<file path="config.mk">
export PLATFORM = sky130hd
export DESIGN_NAME = sum_display
export DESIGN_NICKNAME = d
export VERILOG_FILES = /design/src/rtl/sum_display_pkg.sv /design/src/rtl/seg7_decode.sv /design/src/rtl/sum_display.sv
export SDC_FILE = /design/constraint.sdc
export NUM_CORES = 1
export LEC_CHECK = 0
export ABC_AREA = 1
export CORE_ASPECT_RATIO = 0.7
export CORE_MARGIN = 3
export CORE_UTILIZATION = 58
export DETAILED_ROUTE_END_ITERATION = 10
export PLACE_DENSITY = 0.79
export SYNTH_ARGS = -nofsm -noshare
export SYNTH_HDL_FRONTEND = slang
export SYNTH_HIERARCHICAL = 1
export SYNTH_SLANG_ARGS = --single-unit
</file>
<file path="constraint.sdc">
create_clock -name clk -period 2.4 [get_ports clk]
set_input_delay 0.72 -clock clk [delete_from_list [all_inputs] [get_ports clk]]
set_output_delay 0.72 -clock clk [all_outputs]
set_load 0.01 [all_outputs]
</file>
<file path="src/rtl/sum_display_pkg.sv">
// sum_display_pkg: shared types and constants for the sum display stage.
// Holds the capture/convert FSM encoding, special segment patterns,
// double-dabble iteration count and the anode patterns for the two live digits.
package sum_display_pkg;

  typedef enum logic [1:0] {
    IDLE    = 2'd0,
    CONVERT = 2'd1,
    LOAD    = 2'd2
  } state_t;

  // Active-low {g,f,e,d,c,b,a}
  localparam logic [6:0] SEG_DASH  = 7'b0111111;
  localparam logic [6:0] SEG_BLANK = 7'b1111111;

  // One shift per input bit of the 5-bit sum
  localparam int DD_ITERS = 5;
  localparam int ITER_W   = 3;

  // Active-low anodes; an[3:2] are unused and held off
  localparam logic [3:0] AN_ONES = 4'b1110;
  localparam logic [3:0] AN_TENS = 4'b1101;

endpackage

</file>
<file path="src/rtl/seg7_decode.sv">
// seg7_decode: combinational BCD digit to active-low seven-segment pattern.
// Ports: digit (4-bit BCD), blank (all segments off), dash (g only, wins over
// blank), seg (active-low {g,f,e,d,c,b,a}). Non-BCD digits decode to blank.
module seg7_decode
  import sum_display_pkg::*;
(
  input  logic [3:0] digit,
  input  logic       blank,
  input  logic       dash,
  output logic [6:0] seg
);

  logic [6:0] glyph;

  always_comb begin
    glyph = SEG_BLANK;
    case (digit)
      4'd0: glyph = 7'b1000000;
      4'd1: glyph = 7'b1111001;
      4'd2: glyph = 7'b0100100;
      4'd3: glyph = 7'b0110000;
      4'd4: glyph = 7'b0011001;
      4'd5: glyph = 7'b0010010;
      4'd6: glyph = 7'b0000010;
      4'd7: glyph = 7'b1111000;
      4'd8: glyph = 7'b0000000;
      4'd9: glyph = 7'b0010000;
      default: glyph = SEG_BLANK;
    endcase
  end

  always_comb begin
    seg = glyph;
    if (dash)
      seg = SEG_DASH;
    else if (blank)
      seg = SEG_BLANK;
  end

endmodule

</file>
<file path="src/rtl/sum_display.sv">
// sum_display: captures the adder result on a rising edge of done, converts it
// to BCD with a sequential double-dabble and scans it onto a 4-digit display.
// Ports: clk, reset (async, active-high), sum[4:0], done (async) in;
// seg[6:0], an[3:0] (both active-low, registered) and valid out.
module sum_display
  import sum_display_pkg::*;
#(
  parameter int REFRESH_DIV = 100000
) (
  input  logic       clk,
  input  logic       reset,
  input  logic [4:0] sum,
  input  logic       done,
  output logic [6:0] seg,
  output logic [3:0] an,
  output logic       valid
);

  localparam int CNT_W = (REFRESH_DIV > 1) ? $clog2(REFRESH_DIV) : 1;
  localparam logic [CNT_W-1:0] CNT_LAST = CNT_W'(REFRESH_DIV - 1);

  // ---------------------------------------------------------------
  // done synchronizer and rising-edge detect
  // ---------------------------------------------------------------
  logic s1, s2, d_q;
  logic rise;

  always_ff @(posedge clk or posedge reset) begin
    if (reset) begin
      s1  <= 1'b0;
      s2  <= 1'b0;
      d_q <= 1'b0;
    end else begin
      s1  <= done;
      s2  <= s1;
      d_q <= s2;
    end
  end

  assign rise = s2 & ~d_q;

  // ---------------------------------------------------------------
  // Capture / convert FSM
  // ---------------------------------------------------------------
  state_t state, state_nxt;
  logic [ITER_W-1:0] iter;
  logic start, step, load;

  always_ff @(posedge clk or posedge reset) begin
    if (reset)
      state <= IDLE;
    else
      state <= state_nxt;
  end

  always_comb begin
    state_nxt = state;
    case (state)
      IDLE:    if (rise) state_nxt = CONVERT;
      // The final iteration runs on the same edge that moves to LOAD
      CONVERT: if (iter == ITER_W'(DD_ITERS - 1)) state_nxt = LOAD;
      LOAD:    state_nxt = IDLE;
      default: state_nxt = IDLE;
    endcase
  end

  always_comb begin
    start = 1'b0;
    step  = 1'b0;
    load  = 1'b0;
    case (state)
      IDLE:    start = rise;
      CONVERT: step  = 1'b1;
      LOAD:    load  = 1'b1;
      default: ;
    endcase
  end

  // ---------------------------------------------------------------
  // Double-dabble datapath
  // ---------------------------------------------------------------
  logic [4:0] shift_q;
  logic [7:0] bcd_q;
  logic [7:0] bcd_adj;

  // Nibbles >= 5 get +3 so the following shift carries correctly into the
  // next decade. Input max is 31, so the tens nibble never exceeds 3.
  always_comb begin
    bcd_adj = bcd_q;
    if (bcd_q[3:0] >= 4'd5) bcd_adj[3:0] = bcd_q[3:0] + 4'd3;
    if (bcd_q[7:4] >= 4'd5) bcd_adj[7:4] = bcd_q[7:4] + 4'd3;
  end

  always_ff @(posedge clk or posedge reset) begin
    if (reset) begin
      shift_q <= '0;
      bcd_q   <= '0;
      iter    <= '0;
    end else if (start) begin
      shift_q <= sum;
      bcd_q   <= '0;
      iter    <= '0;
    end else if (step) begin
      {bcd_q, shift_q} <= {bcd_adj[6:0], shift_q, 1'b0};
      iter             <= iter + 1'b1;
    end
  end

  // ---------------------------------------------------------------
  // Display registers
  // ---------------------------------------------------------------
  logic [7:0] disp_q, disp_nxt;
  logic       valid_nxt;

  assign disp_nxt  = load ? bcd_q : disp_q;
  assign valid_nxt = load | valid;

  always_ff @(posedge clk or posedge reset) begin
    if (reset) begin
      disp_q <= '0;
      valid  <= 1'b0;
    end else begin
      disp_q <= disp_nxt;
      valid  <= valid_nxt;
    end
  end

  // ---------------------------------------------------------------
  // Refresh counter and digit select
  // ---------------------------------------------------------------
  logic [CNT_W-1:0] cnt;
  logic             sel, sel_nxt, wrap;

  assign wrap    = (cnt == CNT_LAST);
  assign sel_nxt = sel ^ wrap;

  always_ff @(posedge clk or posedge reset) begin
    if (reset) begin
      cnt <= '0;
      sel <= 1'b0;
    end else begin
      cnt <= wrap ? '0 : cnt + 1'b1;
      sel <= sel_nxt;
    end
  end

  // ---------------------------------------------------------------
  // Output registers. Decoding from the next-cycle select and display
  // values lets seg and an switch on the same edge (no ghosting) and lets a
  // freshly loaded result appear on the LOAD edge itself.
  // ---------------------------------------------------------------
  logic [3:0] dec_digit;
  logic       dec_blank, dec_dash;
  logic [6:0] dec_seg;

  assign dec_digit = sel_nxt ? disp_nxt[7:4] : disp_nxt[3:0];
  assign dec_blank = sel_nxt & (disp_nxt[7:4] == 4'd0);
  assign dec_dash  = ~valid_nxt;

  seg7_decode u_dec (
    .digit (dec_digit),
    .blank (dec_blank),
    .dash  (dec_dash),
    .seg   (dec_seg)
  );

  always_ff @(posedge clk or posedge reset) begin
    if (reset) begin
      seg <= SEG_DASH;
      an  <= AN_ONES;
    end else begin
      seg <= dec_seg;
      an  <= sel_nxt ? AN_TENS : AN_ONES;
    end
  end

endmodule

</file>
==> impl_metrics.yaml, run 1 <==
synth:
  synth_top_area_share: 0.428
  synth_edf_count: 0
  synth_flop_cell: "dfrtp_1"
  ys_warn_count: 6
  synth_largest_area_cell: "dfrtp_1"
  async_reset_ff_frac: 1.00
  ys_seq_area_frac: 0.492
  synth-seq-cells: 56
  syn_avg_cell_area_um2: 8.45
  yosysMostFrequentCell: "nand2_1"
  synthTopCellsByCount: "77 x nand2_1, 49 x dfrtp_1, 41 x inv_1"
  synth_area_um2: 2870
  synth_cells: 339
  synth.top_cells.by_area: "dfrtp_1 43%, nand2_1 10%, dfstp_2 6.4%, inv_1 5.4%, ha_1 5.2%"
  synth_cell_types: 33
global_route:
  grt_pass1_wl_um: 9540
  grt_max_degree: 41
  grt_overflow: 0
  grt_use_total: 0.202
  grt_antenna_before_repair: 0
  first_global_vias: 2136
power:
  internal-power_mw: 1.97
  p_per_area_nw_per_um2: 1010
  ir_drop_mv: 0.671
  swShare: 0.385
  leakagePower_nw: 1.57
  fin_total_pwr_mw: 3.20
  pwr-share-comb: 0.411
  p_seq_frac: 0.422
  pwr-share-clk: 0.167
  power.switching_mw: 1.23
floorplan:
  die_w_um: 90.0
  rows: 20
  ioPinCount: 20
  initial_core_util: 0.629
  die_y_um: 64.8
  coreArea_um2: 4550
  dieArea_um2: 5830
timing:
  slew_violations: 0
  fin_crit_sh: 0.902
  hold_violations: 0
  fmax_mhz: 462
  setup_viol: 0
  finalCriticalPeriod_ns: 2.17
  tns_ns: 0
  fin_skew_ns: 0.00733
  worst_slack_ns: 0.235
  rsz0062_at_grt: "false"
run:
  maxCapViolCount: 0
placed_design:
  place_congestion: 0.890
  dpl.hpwl_um: 4020
  dp_slack_ns: 0.256
  portBuffers: 17
finish:
  antenna_cells: 0
  post-route-util: 0.700
  area_growth_pct: 11.3
  final_nets: 377
  drive_gt1_frac: 0.112
clocking:
  clock_sinks: 56
  cts_max_level: 2
  cts_tree: "done"
  cts_setup_buffers: 0
  clk_pin_slew_ns: 0.10
  cts_buffer_depth: 2
  clkLatencyLatePin_ns: 0.31
  ctsResizeCount: 0
  cts_buffers: 5
  ctsHoldBuffers: 0
  cts-root-buf: "clkbuf_8"
setup_path:
  path_cells: "ha_1 > nand2_1 > inv_2 > nand2_4 > nor2_8 > nand3_4 > nand2_4 > nand2_1 > nand2_1 > inv_1 > ha_1 > or2_1 > o211ai_1 > nand2_1"
  r2r-end: "seg[0]$_DFF_PP1_"
  startpoint_type: "register"
  crit_end: "seg[0]$_DFF_PP1_"
  cp_slowest_stage_delay_ns: 0.38
  worstPathRequired_ns: 2.64
  crit_path_end_kind: "register"
  path_class: "reg -> reg"
  worstReg2RegStart: "cnt[0]$_DFF_PP0_"
  crit_fanout: 7
  crit_path_frequent_cell: "nand2_1"
  crit_arrival_ns: 2.40
  ff2ff_path_depth: 14
  startpoint: "cnt[0]$_DFF_PP0_"
  cp_slowest_cell: "dfrtp_1"
  rrSetupSlack_ns: 0.23
drt:
  wl_per_cell_um: 12.9
  drc_errors: 0
  routed_wl_um: 5470
  vias_per_cell: 5.21
  drt-initial-drc-count: 107
  ant_nets: 0
  drtPass1Iterations: 5
  vias: 2211
worst_hold_path:
  hold_path.class: "reg -> reg"
outcome:
  status: "finished, final reports clean"
-- cell usage in the layout, fill, tap and decap left out, types with 2 or more instances in the layout --
cell / n
a31oi_1: 2
nor2_2: 6
xnor2_1: 3
xor2_1: 6
nand2_2: 3
a21oi_1: 5
o211ai_1: 2
ha_1: 12
nor3_1: 2
nand2_1: 77
dfstp_2: 7
o21ai_1: 2
inv_1: 40
o21ai_0: 26
nor2_1: 39
dfrtp_1: 49
inv_2: 6
nand3_1: 22
o22ai_1: 2
conb_1: 2
clkbuf_8: 6
clkdlybuf4s50_1: 17
nand4_1: 5
nand2_4: 4
-- area by class of cell --
cell class                      count  area, um2
Multi-Input combinational cell    229       1230
Tap cell                           66       82.6
Inverter                           46        173
Fill cell                         364       1370
Timing Repair Buffer               19        198
Clock buffer                        7       86.3
Sequential cell                    56       1410
Clock inverter                      1       7.51
-- critical path, delay by kind of cell, from the launching register on --
| family | cells | cell delay, ns |
|---|---|---|
| AO/OA/AOI/OAI | 1 | 0.08 |
| adder cells (fa/ha/maj) | 2 | 0.35 |
| flip-flops | 1 | 0.38 |
| buffers and inverters | 2 | 0.21 |
| AND/OR/NAND/NOR | 9 | 1.06 |
-- kinds of logic after synthesis --
kind of cell / Yosys count / share of synthesized area
buf+inv: 55 / 0.0795
simple gates: 165 / 0.269
fa+ha+maj: 12 / 0.0524
other cells: 1 / 0.00131
xor+xnor: 9 / 0.0275
compound gates: 41 / 0.0777
flops: 56 / 0.492
-- registers in the layout, indices dropped and copies added (netlist names) --
name / flops
s1: 1
cnt: 17
bcd_q: 8
iter: 3
seg: 7
state: 2
d_q: 1
valid: 1
an: 2
shift_q: 5
disp_q: 8
s2: 1
-- per-stage QoR --
step	hold slack [ns]	area, um2	std cells
3_3_place_gp	0.336	3090	416
4_1_cts	0.374	3190	424
3_5_place_dp	0.353	3090	416
5_1_grt	0.374	3190	424
6_report	0.370	3190	424
2_1_floorplan	0.331	2870	340
-- power groups by stage --
stage	clock network (mW)	logic [mW]	registers, mW
2_1_floorplan	0	0.896	1.39
5_1_grt	0.578	1.50	1.39
4_1_cts	0.544	1.30	1.35
3_5_place_dp	0	1.30	1.37
6_report	0.534	1.32	1.35
3_3_place_gp	0	1.24	1.36
-- how the worst min path moves through the flow --
stage,startpoint,end,cells after the start
after floorplan,s1$_DFF_PP0_,s2$_DFF_PP0_,0
after CTS,s1$_DFF_PP0_,s2$_DFF_PP0_,0
after global placement,s1$_DFF_PP0_,s2$_DFF_PP0_,0
after global routing,s1$_DFF_PP0_,s2$_DFF_PP0_,0
after detailed placement,s1$_DFF_PP0_,s2$_DFF_PP0_,0
final,s1$_DFF_PP0_,s2$_DFF_PP0_,0
-- metal layers --
layer  global-route usage  vias to the layer above  share of wire
li1                     -                     1100              -
met1                0.288                     1040           0.49
met2                0.318                       64           0.45
met3               0.0348                        7          0.044
met4               0.0668                        0          0.012
met5                    0                        -              0
Note: power is estimated with default switching activity, not from simulation.
==> run 2, diff against run 1 <==
--- a/config.mk
+++ b/config.mk
@@ -6,12 +6,13 @@
 export NUM_CORES = 1
 export LEC_CHECK = 0
 export ABC_AREA = 1
+export CELL_PAD_IN_SITES_DETAIL_PLACEMENT = 0
+export CELL_PAD_IN_SITES_GLOBAL_PLACEMENT = 1
 export CORE_ASPECT_RATIO = 0.7
 export CORE_MARGIN = 3
-export CORE_UTILIZATION = 58
+export CORE_UTILIZATION = 45
 export DETAILED_ROUTE_END_ITERATION = 10
-export PLACE_DENSITY = 0.79
+export PLACE_DENSITY_LB_ADDON = 0.1
 export SYNTH_ARGS = -nofsm -noshare
 export SYNTH_HDL_FRONTEND = slang
-export SYNTH_HIERARCHICAL = 1
 export SYNTH_SLANG_ARGS = --single-unit
==> impl_metrics.yaml, run 2 <==
synth:
  ys_warn_count: 0
  ys_seq_area_frac: 0.472
  synth_flop_cell: "dfrtp_1"
  synthTopCellsByCount: "56 x nand2_1, 55 x inv_1, 49 x dfrtp_1"
  syn_avg_cell_area_um2: 8.77
  synth_area_um2: 2990
  synth_cells: 341
  synth_cell_types: 43
  yosysMostFrequentCell: "nand2_1"
  synth.top_cells.by_area: "dfrtp_1 41%, nand2_1 7.0%, inv_1 6.9%, dfstp_2 6.2%, ha_1 5.0%"
  synth_largest_area_cell: "dfrtp_1"
  synth_top_area_share: 0.410
  synth-seq-cells: 56
  synth_edf_count: 0
  async_reset_ff_frac: 1.00
setup_path:
  rrSetupSlack_ns: 0.30
  startpoint: "cnt[0]$_DFF_PP0_"
  worstPathRequired_ns: 2.65
  crit_family: "simple AND/OR/NAND/NOR gates"
  r2r-end: "seg[6]$_DFF_PP0_"
  crit_arrival_ns: 2.34
  crit_path_end_kind: "register"
  ff2ff_path_depth: 14
  cp_slowest_stage_delay_ns: 0.41
  path_depth: 14
  worstReg2RegStart: "cnt[0]$_DFF_PP0_"
  path_cells: "ha_1 > nand3_2 > inv_2 > nand3_2 > nand2_2 > nand2_2 > nand2_1 > nand2_1 > inv_1 > ha_1 > inv_1 > nand3_1 > nand3_1 > a21oi_2"
  startpoint_type: "register"
  cp_slowest_cell: "dfrtp_1"
  path_class: "reg -> reg"
  critPathBufInv: 3
  crit_fanout: 6
  crit_end: "seg[6]$_DFF_PP0_"
clocking:
  cts_buffer_depth: 2
  cts-root-buf: "clkbuf_8"
  clock_sinks: 56
  clk_pin_slew_ns: 0.10
  cts_setup_buffers: 0
  ctsResizeCount: 0
  cts_tree: "done"
  cts_max_level: 2
  clkLatencyLatePin_ns: 0.31
  cts_buffers: 5
  ctsHoldBuffers: 0
placed_design:
  portBuffers: 17
  dpl.hpwl_um: 4260
  place_congestion: 0.774
  placed_area_um2: 3290
  dp_slack_ns: 0.297
power:
  power.switching_mw: 1.39
  p_per_area_nw_per_um2: 1030
  p_seq_frac: 0.399
  fin_total_pwr_mw: 3.49
  ir_drop_mv: 0.490
  leakagePower_nw: 1.66
  pwr-share-clk: 0.155
  pwr-share-comb: 0.446
  internal-power_mw: 2.10
  swShare: 0.398
drt:
  vias: 2151
  drc_errors: 0
  vias_per_cell: 4.72
  ant_nets: 0
  routed_wl_um: 5600
  drtPass1Iterations: 6
  wl_per_cell_um: 12.3
  drt-initial-drc-count: 86
floorplan:
  ioPinCount: 20
  rows: 24
  initial_core_util: 0.472
  die_w_um: 103
  dieArea_um2: 7670
  die_y_um: 74.2
  coreArea_um2: 6340
finish:
  antenna_cells: 0
  reg_top3: "cnt x17, bcd_q x8, disp_q x8"
  final_common_cell: "nand2_1"
  drive_gt1_frac: 0.170
  design_area_um2: 3390
  area_growth_pct: 13.3
  final_nets: 384
  largest_reg_flops: 17
  layout_common_cells: "56 x nand2_1, 54 x inv_1, 49 x dfrtp_1"
  top_register: "cnt"
run:
  maxCapViolCount: 0
timing:
  hold_violations: 0
  fin_skew_ns: 0.00749
  setup_viol: 0
  slew_violations: 0
  fin_crit_sh: 0.874
  fmax_mhz: 477
  worst_slack_ns: 0.302
  finalCriticalPeriod_ns: 2.10
  rsz0062_at_grt: "false"
  tns_ns: 0
outcome:
  status: "finished, final reports clean"
global_route:
  grt_overflow: 0
  grt_antenna_before_repair: 0
  grt_max_degree: 23
  first_global_vias: 2019
  grt_pass1_wl_um: 9630
  grt_use_total: 0.163
worst_hold_path:
  hold_path.class: "reg -> reg"
[run 2: cell count changes in the layout (fill, tap and decap cells not counted), sizes merged, moves of 3 or more]
cell,previous run,this run
nand4,5,10
o21ai,28,21
inv,46,62
nand2,84,71
nand3,23,29
nor2,46,30
or2,1,8
o22ai,2,5
a21oi,6,9
[run 2: area by class of cell]
class / count / area [um2]
fillers: 598 / 2950
flip-flops and latches: 56 / 1410
multi-input cells: 217 / 1310
inverters: 64 / 244
repair buffers: 20 / 218
well taps: 91 / 114
clock buffers: 7 / 86.3
clock inverters: 1 / 7.51
[run 2: worst min-delay path by stage]
stage | start | end | slack [ns] | cells past startpoint
after floorplan | s1$_DFF_PP0_ | s2$_DFF_PP0_ | 0.33 | 0
after global placement | s1$_DFF_PP0_ | s2$_DFF_PP0_ | 0.34 | 0
after detailed placement | s1$_DFF_PP0_ | s2$_DFF_PP0_ | 0.34 | 0
after CTS | s1$_DFF_PP0_ | s2$_DFF_PP0_ | 0.36 | 0
after global routing | s1$_DFF_PP0_ | s2$_DFF_PP0_ | 0.38 | 0
final | s1$_DFF_PP0_ | s2$_DFF_PP0_ | 0.36 | 0
[run 2: logic make-up after synthesis]
group                      synth area share
and+or+nand+nor                       0.275
buffers and inverters                0.0921
DFF                                   0.472
AOI/OAI and AO/OA                    0.0917
adders and majority gates            0.0502
xor gates and xnor gates             0.0176
other                               0.00125
[run 2: routing by layer]
metal / routed length [um] / share of wire / vias to the layer above / global-route usage
met5: 0 / 0 / - / 0
met4: 85 / 0.015 / 0 / 0.0618
met3: 230 / 0.041 / 7 / 0.0347
met2: 2150 / 0.38 / 35 / 0.227
met1: 3130 / 0.56 / 977 / 0.248
li1: - / - / 1132 / -
[run 2: worst reg2reg max path, delay by kind of cell (launching register included)]
kind	cells	cell delay [ns]
AO/OA/AOI/OAI	1	0.13
AND/OR/NAND/NOR	8	0.88
adder cells (fa/ha/maj)	2	0.36
flip-flops	1	0.41
buffers and inverters	3	0.27
[run 2: stage by stage]
step / hold slack [ns] / std cells / utilization
final: 0.359 / 456 / 0.535
after global routing: 0.381 / 456 / 0.535
after CTS: 0.362 / 456 / 0.535
after detailed placement: 0.339 / 448 / 0.520
after global placement: 0.338 / 448 / 0.520
after floorplan: 0.331 / 342 / -
[run 2: power groups by stage]
| stage | sequential, mW | combinational, mW | clock [mW] |
|---|---|---|---|
| finish | 1.40 | 1.56 | 0.540 |
| global route | 1.43 | 1.77 | 0.603 |
| CTS | 1.40 | 1.57 | 0.562 |
| detailed placement | 1.42 | 1.56 | 0 |
| global placement | 1.42 | 1.56 | 0 |
| floorplan | 1.40 | 1.14 | 0 |
==> run 3, diff against run 2 <==
--- a/config.mk
+++ b/config.mk
@@ -13,6 +13,7 @@
 export CORE_UTILIZATION = 45
 export DETAILED_ROUTE_END_ITERATION = 10
 export PLACE_DENSITY_LB_ADDON = 0.1
+export REMOVE_ABC_BUFFERS = 1
 export SYNTH_ARGS = -nofsm -noshare
 export SYNTH_HDL_FRONTEND = slang
 export SYNTH_SLANG_ARGS = --single-unit
==> impl_metrics.yaml, run 3 (synthesis results as in run 2) <==
worst_hold_path:
  hold_path.class: "reg -> reg"
placed_design:
  dpl.hpwl_um: 4320
  placed_area_um2: 3270
  portBuffers: 17
  place_congestion: 0.831
outcome:
  status: "finished, final reports clean"
setup_path:
  path_class: "reg -> out"
  r2r-end: "seg[3]$_DFF_PP1_"
  startpoint: "seg[4]$_DFF_PP1_"
  path_cells: "clkdlybuf4s50_1"
  startpoint_type: "register"
  cp_slowest_cell: "clkdlybuf4s50_1"
  worstPathRequired_ns: 1.68
  crit_family: "buffers and inverters"
  ff2ff_path_depth: 12
  crit_path_end_kind: "primary output"
  crit_fanout: 1
  path_depth: 1
  rrSetupSlack_ns: 0.33
  crit_end: "seg[4]"
  cp_slowest_stage_delay_ns: 0.54
  critPathBufInv: 1
  crit_arrival_ns: 1.37
  worstReg2RegStart: "cnt[0]$_DFF_PP0_"
drt:
  wl_per_cell_um: 12.3
  drt-initial-drc-count: 145
  vias: 2120
  vias_per_cell: 4.65
  drtPass1Iterations: 4
  routed_wl_um: 5610
  ant_nets: 0
  drc_errors: 0
clocking:
  clk_pin_slew_ns: 0.10
  clock_sinks: 56
  cts_tree: "done"
  cts_setup_buffers: 0
  cts_max_level: 2
  cts_buffer_depth: 2
  cts_buffers: 5
  cts-root-buf: "clkbuf_8"
  ctsResizeCount: 0
  ctsHoldBuffers: 0
  clkLatencyLatePin_ns: 0.31
finish:
  drive_gt1_frac: 0.173
  reg_top3: "cnt x17, bcd_q x8, disp_q x8"
  design_area_um2: 3370
  final_common_cell: "nand2_1"
  layout_common_cells: "56 x nand2_1, 54 x inv_1, 49 x dfrtp_1"
  multi_input_area_um2: 1310
  nFillCells: 609
  final_nets: 384
  antenna_cells: 0
  ff_latch_area_um2: 1410
  largest_reg_flops: 17
  top_register: "cnt"
  area_growth_pct: 12.6
power:
  p_per_area_nw_per_um2: 1040
  swShare: 0.399
  p_seq_frac: 0.398
  power.switching_mw: 1.39
  ir_drop_mv: 0.524
  internal-power_mw: 2.10
  pwr-share-clk: 0.157
  leakagePower_nw: 1.64
  pwr-share-comb: 0.445
global_route:
  grt_use_total: 0.167
  first_global_vias: 2033
  grt_overflow: 0
  grt_pass1_wl_um: 9860
  grt_max_degree: 35
  grt_antenna_before_repair: 0
timing:
  hold_violations: 0
  setup_viol: 0
  slew_violations: 0
  rsz0062_at_grt: "false"
  fmax_mhz: 479
  tns_ns: 0
  fin_crit_sh: 0.869
  finalCriticalPeriod_ns: 2.09
  fin_skew_ns: 0.00613
floorplan:
  ioPinCount: 20
  coreArea_um2: 6340
  dieArea_um2: 7670
  die_y_um: 74.2
  die_w_um: 103
  initial_core_util: 0.472
  rows: 24
run:
  maxCapViolCount: 0
==> run 3: cell count changes in the layout (fill, tap and decap cells not counted) <==
cell        delta
buf_4          +2
buf_12         -2
clkbuf_1       -1
clkinvlp_4     +1
==> run 3: layout make-up <==
type / count / area share
Sequential cell: 56 / 0.419
Multi-Input combinational cell: 217 / 0.388
Clock inverter: 2 / 0.00446
Inverter: 64 / 0.0725
Clock buffer: 6 / 0.0245
Timing Repair Buffer: 20 / 0.0572
Tap cell: 91 / 0.0338
==> run 3: per-stage QoR <==
step	setup WS [ns]	total power [mW]	hold WS [ns]	utilization	std cells
5_1_grt	0.0792	3.82	0.367	0.531	456
6_report	0.314	3.49	0.359	0.531	456
3_3_place_gp	0.377	2.97	0.334	0.516	448
2_1_floorplan	0.320	2.52	0.331	-	337
3_5_place_dp	0.343	2.97	0.336	0.516	448
4_1_cts	0.296	3.53	0.360	0.531	456
==> run 3: power groups by stage <==
stage               clock network (mW)  registers (mW)  logic, mW
floorplan                            0            1.40       1.12
global placement                     0            1.41       1.55
detailed placement                   0            1.41       1.56
CTS                              0.573            1.39       1.57
global route                     0.615            1.43       1.78
finish                           0.548            1.39       1.55
==> run 3: worst min-delay path by stage <==
stage,cells past startpoint,start,end
after global placement,0,s1$_DFF_PP0_,s2$_DFF_PP0_
after floorplan,0,s1$_DFF_PP0_,s2$_DFF_PP0_
after global routing,0,s1$_DFF_PP0_,s2$_DFF_PP0_
final,0,s1$_DFF_PP0_,s2$_DFF_PP0_
after detailed placement,0,s1$_DFF_PP0_,s2$_DFF_PP0_
after CTS,0,s1$_DFF_PP0_,s2$_DFF_PP0_
==> run 3: routing by layer <==
layer	vias up	share of wire	global-route usage	wire length [um]
met2	32	0.39	0.226	2180
met1	953	0.56	0.266	3140
li1	1129	-	-	-
met3	6	0.037	0.0337	210
met4	0	0.014	0.0474	76
met5	-	0	0	0
==> RTL change 1 (config.mk and constraints of run 2) <==
Change the parameter `REFRESH_DIV` from 100000 to 50000.
--- a/src/rtl/sum_display.sv
+++ b/src/rtl/sum_display.sv
@@ -5,7 +5,7 @@
 module sum_display
   import sum_display_pkg::*;
 #(
-  parameter int REFRESH_DIV = 100000
+  parameter int REFRESH_DIV = 50000
 ) (
   input  logic       clk,
   input  logic       reset,
Check against the original RTL: no difference found for any inputs over 10 cycles, from zero or initial values and one cycle with reset high; that may be too few to reach the edited logic, so the function may still have changed.
==> RTL change 1 against run 2 <==
- worst setup slack worse by 0.062 ns
- total power is 3.9% lower
- final area is 2.4% lower
- wire length is 4.4% lower
- sequential share of layout area is 0.27 points higher
- synthesized area is 1.7% lower
- sequential cell count is 1 lower
- die area is 1.6% lower
==> RTL change 1: results (changes against run 2) <==
status -> finished, final reports clean (unchanged)
sequential-to-total area share from yosys stat -> 47.13% (was 47.17%)
top cells by count, synth -> inv_1, dfrtp_1, nand2_1 (was nand2_1, inv_1, dfrtp_1)
WHS -> 0.3610 ns (was 0.3588 ns)
synth top area cells -> dfrtp_1, inv_1, dfstp_2 (was dfrtp_1, nand2_1, inv_1)
VDD IR max -> 0.0004331 V (was 0.0004902 V)
top flop regs -> cnt (16), bcd_q (8), disp_q (8) (was cnt (17), bcd_q (8), disp_q (8))
global-route wire length before repair -> 9735 um (was 9632 um)
Final nets -> 371 (was 384)
Sw Pwr -> 1311 uW (was 1391 uW)
Post-Syn Area per Cell -> 8.933 sq um (was 8.766 sq um)
largest net degree at the start of global routing -> 56 (was 23)
setup slack, reg-to-reg -> 0.24 ns (was 0.30 ns)
drt via density -> 4.885 (was 4.717)
wire length per cell -> 12.53 um (was 12.27 um)
Met3 Wirelength -> 170 um (was 230 um)
total global-route track usage -> 16.60% (was 16.32%)
Initial Utilization -> 48.87% (was 47.18%)
GPL Wtd Cong -> 0.8578 (was 0.7737)
total placed cells including tap cells -> 419 (was 448)
Cell Count, Final, Fillers Out -> 427 (was 456)
first-iteration detailed-routing DRC count -> 70 (was 86)
Unique masters post-synth -> 41 (was 43)
Post-Route Skew -> 0.006376 ns (was 0.007494 ns)
P_leak -> 0.001579 uW (was 0.001655 uW)
TritonRoute pass-1 iters -> 4 (was 6)
Post-Place Cell Area -> 3213 sq um (was 3293 sq um)
==> RTL change 1: layout make-up <==
class,count,area [sq um]
Clock buffer,6,72.57
Inverter,56,214.0
Fill cell,541,2709
Tap cell,75,93.84
Clock inverter,2,17.52
Sequential cell,55,1385
Multi-Input combinational cell,211,1303
Timing Repair Buffer,22,220.2
==> RTL change 1: through the flow <==
step / power [uW] / worst slack, ns
detailed placement: 2874 / 0.2107
floorplan: 2424 / 0.3487
global route: 3700 / 0.02384
CTS: 3396 / 0.1983
finish: 3356 / 0.2395
global placement: 2863 / 0.2891
==> RTL change 1: layer usage <==
layer  GRT usage [%]  vias to the layer above
li1                -                     1097
met1           25.11                      962
met2           23.82                       22
met3           3.795                        5
met4           4.367                        0
met5               0                        -
==> RTL change 1: power groups by stage <==
stage	Sequential, uW	Clock [uW]	Combinational, uW
after global routing	1390	570	1740
after CTS	1350	537	1510
after detailed placement	1370	0	1500
after floorplan	1380	0	1050
after global placement	1370	0	1500
final	1350	510	1500
==> RTL change 1: worst max-delay path by stage <==
stage | slack, ns | to | cells after the start | startpoint
after global placement | 0.29 | seg[6]$_DFF_PP0_ | 14 | cnt[0]$_DFF_PP0_
final | 0.24 | seg[6]$_DFF_PP0_ | 14 | cnt[0]$_DFF_PP0_
after detailed placement | 0.21 | seg[6]$_DFF_PP0_ | 14 | cnt[0]$_DFF_PP0_
after global routing | 0.02 | seg[6]$_DFF_PP0_ | 14 | cnt[0]$_DFF_PP0_
after floorplan | 0.35 | an[0]$_DFF_PP0_ | 1 | reset
after CTS | 0.20 | seg[6]$_DFF_PP0_ | 14 | cnt[0]$_DFF_PP0_
==> RTL change 1: cell families after synthesis <==
group / Yosys count / synth area share (%)
AO/OA/AOI/OAI: 52 / 9.962
XOR/XNOR: 5 / 1.490
adder cells (fa/ha/maj): 12 / 5.108
buffers and inverters: 64 / 8.769
flip-flops: 55 / 47.13
other: 1 / 0.1276
AND/OR/NAND/NOR: 140 / 27.42
==> RTL change 1: repair_timing <==
action | 4_1_cts | 5_1_grt
gates resized for setup | 0 | 1
endpoints found under the setup margin | 0 | 3
hold endpoints to repair | 0 | 0
==> RTL change 2 (settings of run 2) <==
Without the edit above. Make the reset (`reset`) synchronous in 6 clocked blocks. Comments in the files are not updated.
--- a/src/rtl/sum_display.sv
+++ b/src/rtl/sum_display.sv
@@ -25,7 +25,7 @@
   logic s1, s2, d_q;
   logic rise;
 
-  always_ff @(posedge clk or posedge reset) begin
+  always_ff @(posedge clk) begin
     if (reset) begin
       s1  <= 1'b0;
       s2  <= 1'b0;
@@ -46,7 +46,7 @@
   logic [ITER_W-1:0] iter;
   logic start, step, load;
 
-  always_ff @(posedge clk or posedge reset) begin
+  always_ff @(posedge clk) begin
     if (reset)
       state <= IDLE;
     else
@@ -91,7 +91,7 @@
     if (bcd_q[7:4] >= 4'd5) bcd_adj[7:4] = bcd_q[7:4] + 4'd3;
   end
 
-  always_ff @(posedge clk or posedge reset) begin
+  always_ff @(posedge clk) begin
     if (reset) begin
       shift_q <= '0;
       bcd_q   <= '0;
@@ -115,7 +115,7 @@
   assign disp_nxt  = load ? bcd_q : disp_q;
   assign valid_nxt = load | valid;
 
-  always_ff @(posedge clk or posedge reset) begin
+  always_ff @(posedge clk) begin
     if (reset) begin
       disp_q <= '0;
       valid  <= 1'b0;
@@ -134,7 +134,7 @@
   assign wrap    = (cnt == CNT_LAST);
   assign sel_nxt = sel ^ wrap;
 
-  always_ff @(posedge clk or posedge reset) begin
+  always_ff @(posedge clk) begin
     if (reset) begin
       cnt <= '0;
       sel <= 1'b0;
@@ -164,7 +164,7 @@
     .seg   (dec_seg)
   );
 
-  always_ff @(posedge clk or posedge reset) begin
+  always_ff @(posedge clk) begin
     if (reset) begin
       seg <= SEG_DASH;
       an  <= AN_ONES;
Check against the original RTL: differs if reset is asserted again (counterexample within 10 cycles, from zero or initial values and one cycle with reset high); with reset held inactive, the same outputs for 10 cycles.
==> RTL change 2 against run 2 <==
- worst setup slack improved by 0.015 ns
- synthesized area fell by 11%
- wire length fell by 11%
- final area fell by 11%
- sequential cell count did not move
- die area fell by 10%
- utilization rose by 1.6 points
- largest cell class is now multi-input combinational cells
Power is not compared: it rests on default switching activity, and its combinational part moved more than twofold at a synthesized area within 25%.
==> RTL change 2: results (changes against run 2) <==
vias -> 2047 (was 2151)
post-synthesis async set-or-reset flop share -> 0% (was 100.0%)
Post-Place Cell Area -> 2934 sq um (was 3293 sq um)
fillers -> 540 (was 598)
Worst-Skew Late Latency -> 0.30 ns
VDD IR max -> 0.0003281 V
CTS-repair resized insts -> 0 (unchanged)
top flop regs -> cnt (17), bcd_q (8), disp_q (8) (unchanged)
diode count -> 0 (unchanged)
total global-route track usage -> 15.58% (was 16.32%)
cts bufs inserted -> 5 (unchanged)
clk root buf -> clkbuf_8 (unchanged)
Final nets -> 385 (was 384)
first-iteration detailed-routing DRC count -> 91 (was 86)
GPL Wtd Cong -> 0.8049 (was 0.7737)
Post-CTS Setup Inserts -> 0 (unchanged)
Routed WL -> 4967 um (was 5596 um)
setup slack, reg-to-reg -> 0.32 ns (was 0.30 ns)
yosys warns -> 0 (unchanged)
largest net degree at the start of global routing -> 20 (was 23)
Unique masters post-synth -> 41 (was 43)
Slew Viols, Final -> 0 (unchanged)
number of global-route vias before repair -> 1852 (was 2019)
worst-path maximum fanout -> 8 (was 6)
clock transition at the registers of the reported paths -> 0.10 ns (about the same)
top cells by count, synth -> nand2_1, dfxtp_1, inv_1 (was nand2_1, inv_1, dfrtp_1)
share of cells above drive strength 1 -> 11.23% (was 16.99%)
global-route wire length before repair -> 8818 um (was 9632 um)
status -> finished, final reports clean (unchanged)
WHS -> 0.4109 ns (was 0.3588 ns)
total placed cells including tap cells -> 430 (was 448)
hpwl dp -> 3776 um (was 4256 um)
Max H-tree Level -> 2 (unchanged)
met3 Usage GRT -> 3.593% (was 3.468%)
synth top area cells -> dfxtp_1, nand2_1, inv_1 (was dfrtp_1, nand2_1, inv_1)
sequential-to-total area share from yosys stat -> 42.01% (was 47.17%)
port buffer count -> 17 (unchanged)
top_reg_cell synth -> dfxtp_1 (was dfrtp_1)
TritonRoute pass-1 iters -> 4 (was 6)
Cell Count, Final, Fillers Out -> 437 (was 456)
CP arrival -> 2.27 ns (was 2.34 ns)
Post-Route Skew -> 0.006006 ns (was 0.007494 ns)
Post-Syn Area per Cell -> 7.804 sq um (was 8.766 sq um)
GRT met1 Usage -> 24.74% (was 24.81%)
antenna violations before repair -> 0 (unchanged)
hold crit path type -> flip-flop to flip-flop (unchanged)
P_leak -> 0.001269 uW
Net Sw Frac -> 22.86%
met2 Usage GRT -> 20.44% (was 22.67%)
Max Root-Sink Buffers -> 2 (unchanged)
RTL change 2: changes by cell type after synthesis, moves of 5 or more:
cell | before | now
inv_1 | 55 | 44
dfstp_2 | 7 | 0
nand2_2 | 10 | 3
o21ai_0 | 17 | 10
nor2_1 | 25 | 33
o22ai_1 | 5 | 0
a21oi_1 | 8 | 19
dfxtp_1 | 0 | 56
nand4_1 | 8 | 2
dfrtp_1 | 49 | 0
nand2_1 | 56 | 67
RTL change 2: logic make-up after synthesis:
kind of cell | Yosys count | share of synthesized area (%)
compound gates | 43 | 9.470
xor+xnor | 6 | 1.969
fa+ha+maj | 12 | 5.626
buf+inv | 57 | 8.533
flops | 56 | 42.01
mux | 3 | 1.125
other cells | 1 | 0.1405
simple gates | 164 | 31.13
RTL change 2: layer usage:
| layer | vias up | wire, um |
|---|---|---|
| met5 | - | 0 |
| met4 | 0 | 45 |
| met3 | 7 | 205 |
| met2 | 34 | 1790 |
| met1 | 879 | 2926 |
| li1 | 1127 | - |
RTL change 2: final timing paths:
check	endpoint	startpoint	cells after the start
hold / removal	s2$_SDFF_PP0_	s1$_SDFF_PP0_	2
setup / recovery	seg[6]$_SDFF_PP0_	cnt[0]$_SDFF_PP0_	13
setup reg to reg	seg[6]$_SDFF_PP0_	cnt[0]$_SDFF_PP0_	13
hold reg to reg	s2$_SDFF_PP0_	s1$_SDFF_PP0_	2
RTL change 2: power by group through the flow:
| stage | registers, uW | logic (uW) | clock network [uW] |
|---|---|---|---|
| floorplan | 973 | 54.9 | 0 |
| global placement | 976 | 83.3 | 0 |
| detailed placement | 976 | 84.2 | 0 |
| CTS | 954 | 84.8 | 510 |
| global route | 957 | 95.4 | 558 |
| finish | 954 | 84.3 | 489 |
RTL change 2: area by class of cell:
cell class	count	area share (%)
clock buffer	6	2.407
clock inverter	1	0.1660
inverter	49	6.100
multi-input combinational	230	44.02
sequential	56	37.18
tap	72	2.988
timing repair buffer	23	7.137
RTL change 2: through the flow:
step / power, uW / setup slack, ns / util, %
after CTS: 1549 / 0.1874 / 54.98
after detailed placement: 1060 / 0.1987 / 53.56
after floorplan: 1028 / 0.4558 / -
after global routing: 1610 / 0.1383 / 55.05
final: 1527 / 0.3169 / 55.05
after global placement: 1059 / 0.2220 / 53.56
RTL change 2: critical path, stage by stage, from the launching register on:
cell and delay, ns:
dfxtp_1 0.36, ha_1 0.17, nand2_1 0.10, nor2_4 0.20
nand3_4 0.11, nand2_4 0.09, nand2_4 0.09, o21ai_2 0.24
inv_1 0.11, ha_1 0.20, inv_1 0.05, nand3_1 0.09
nand3_1 0.12, a21oi_2 0.05
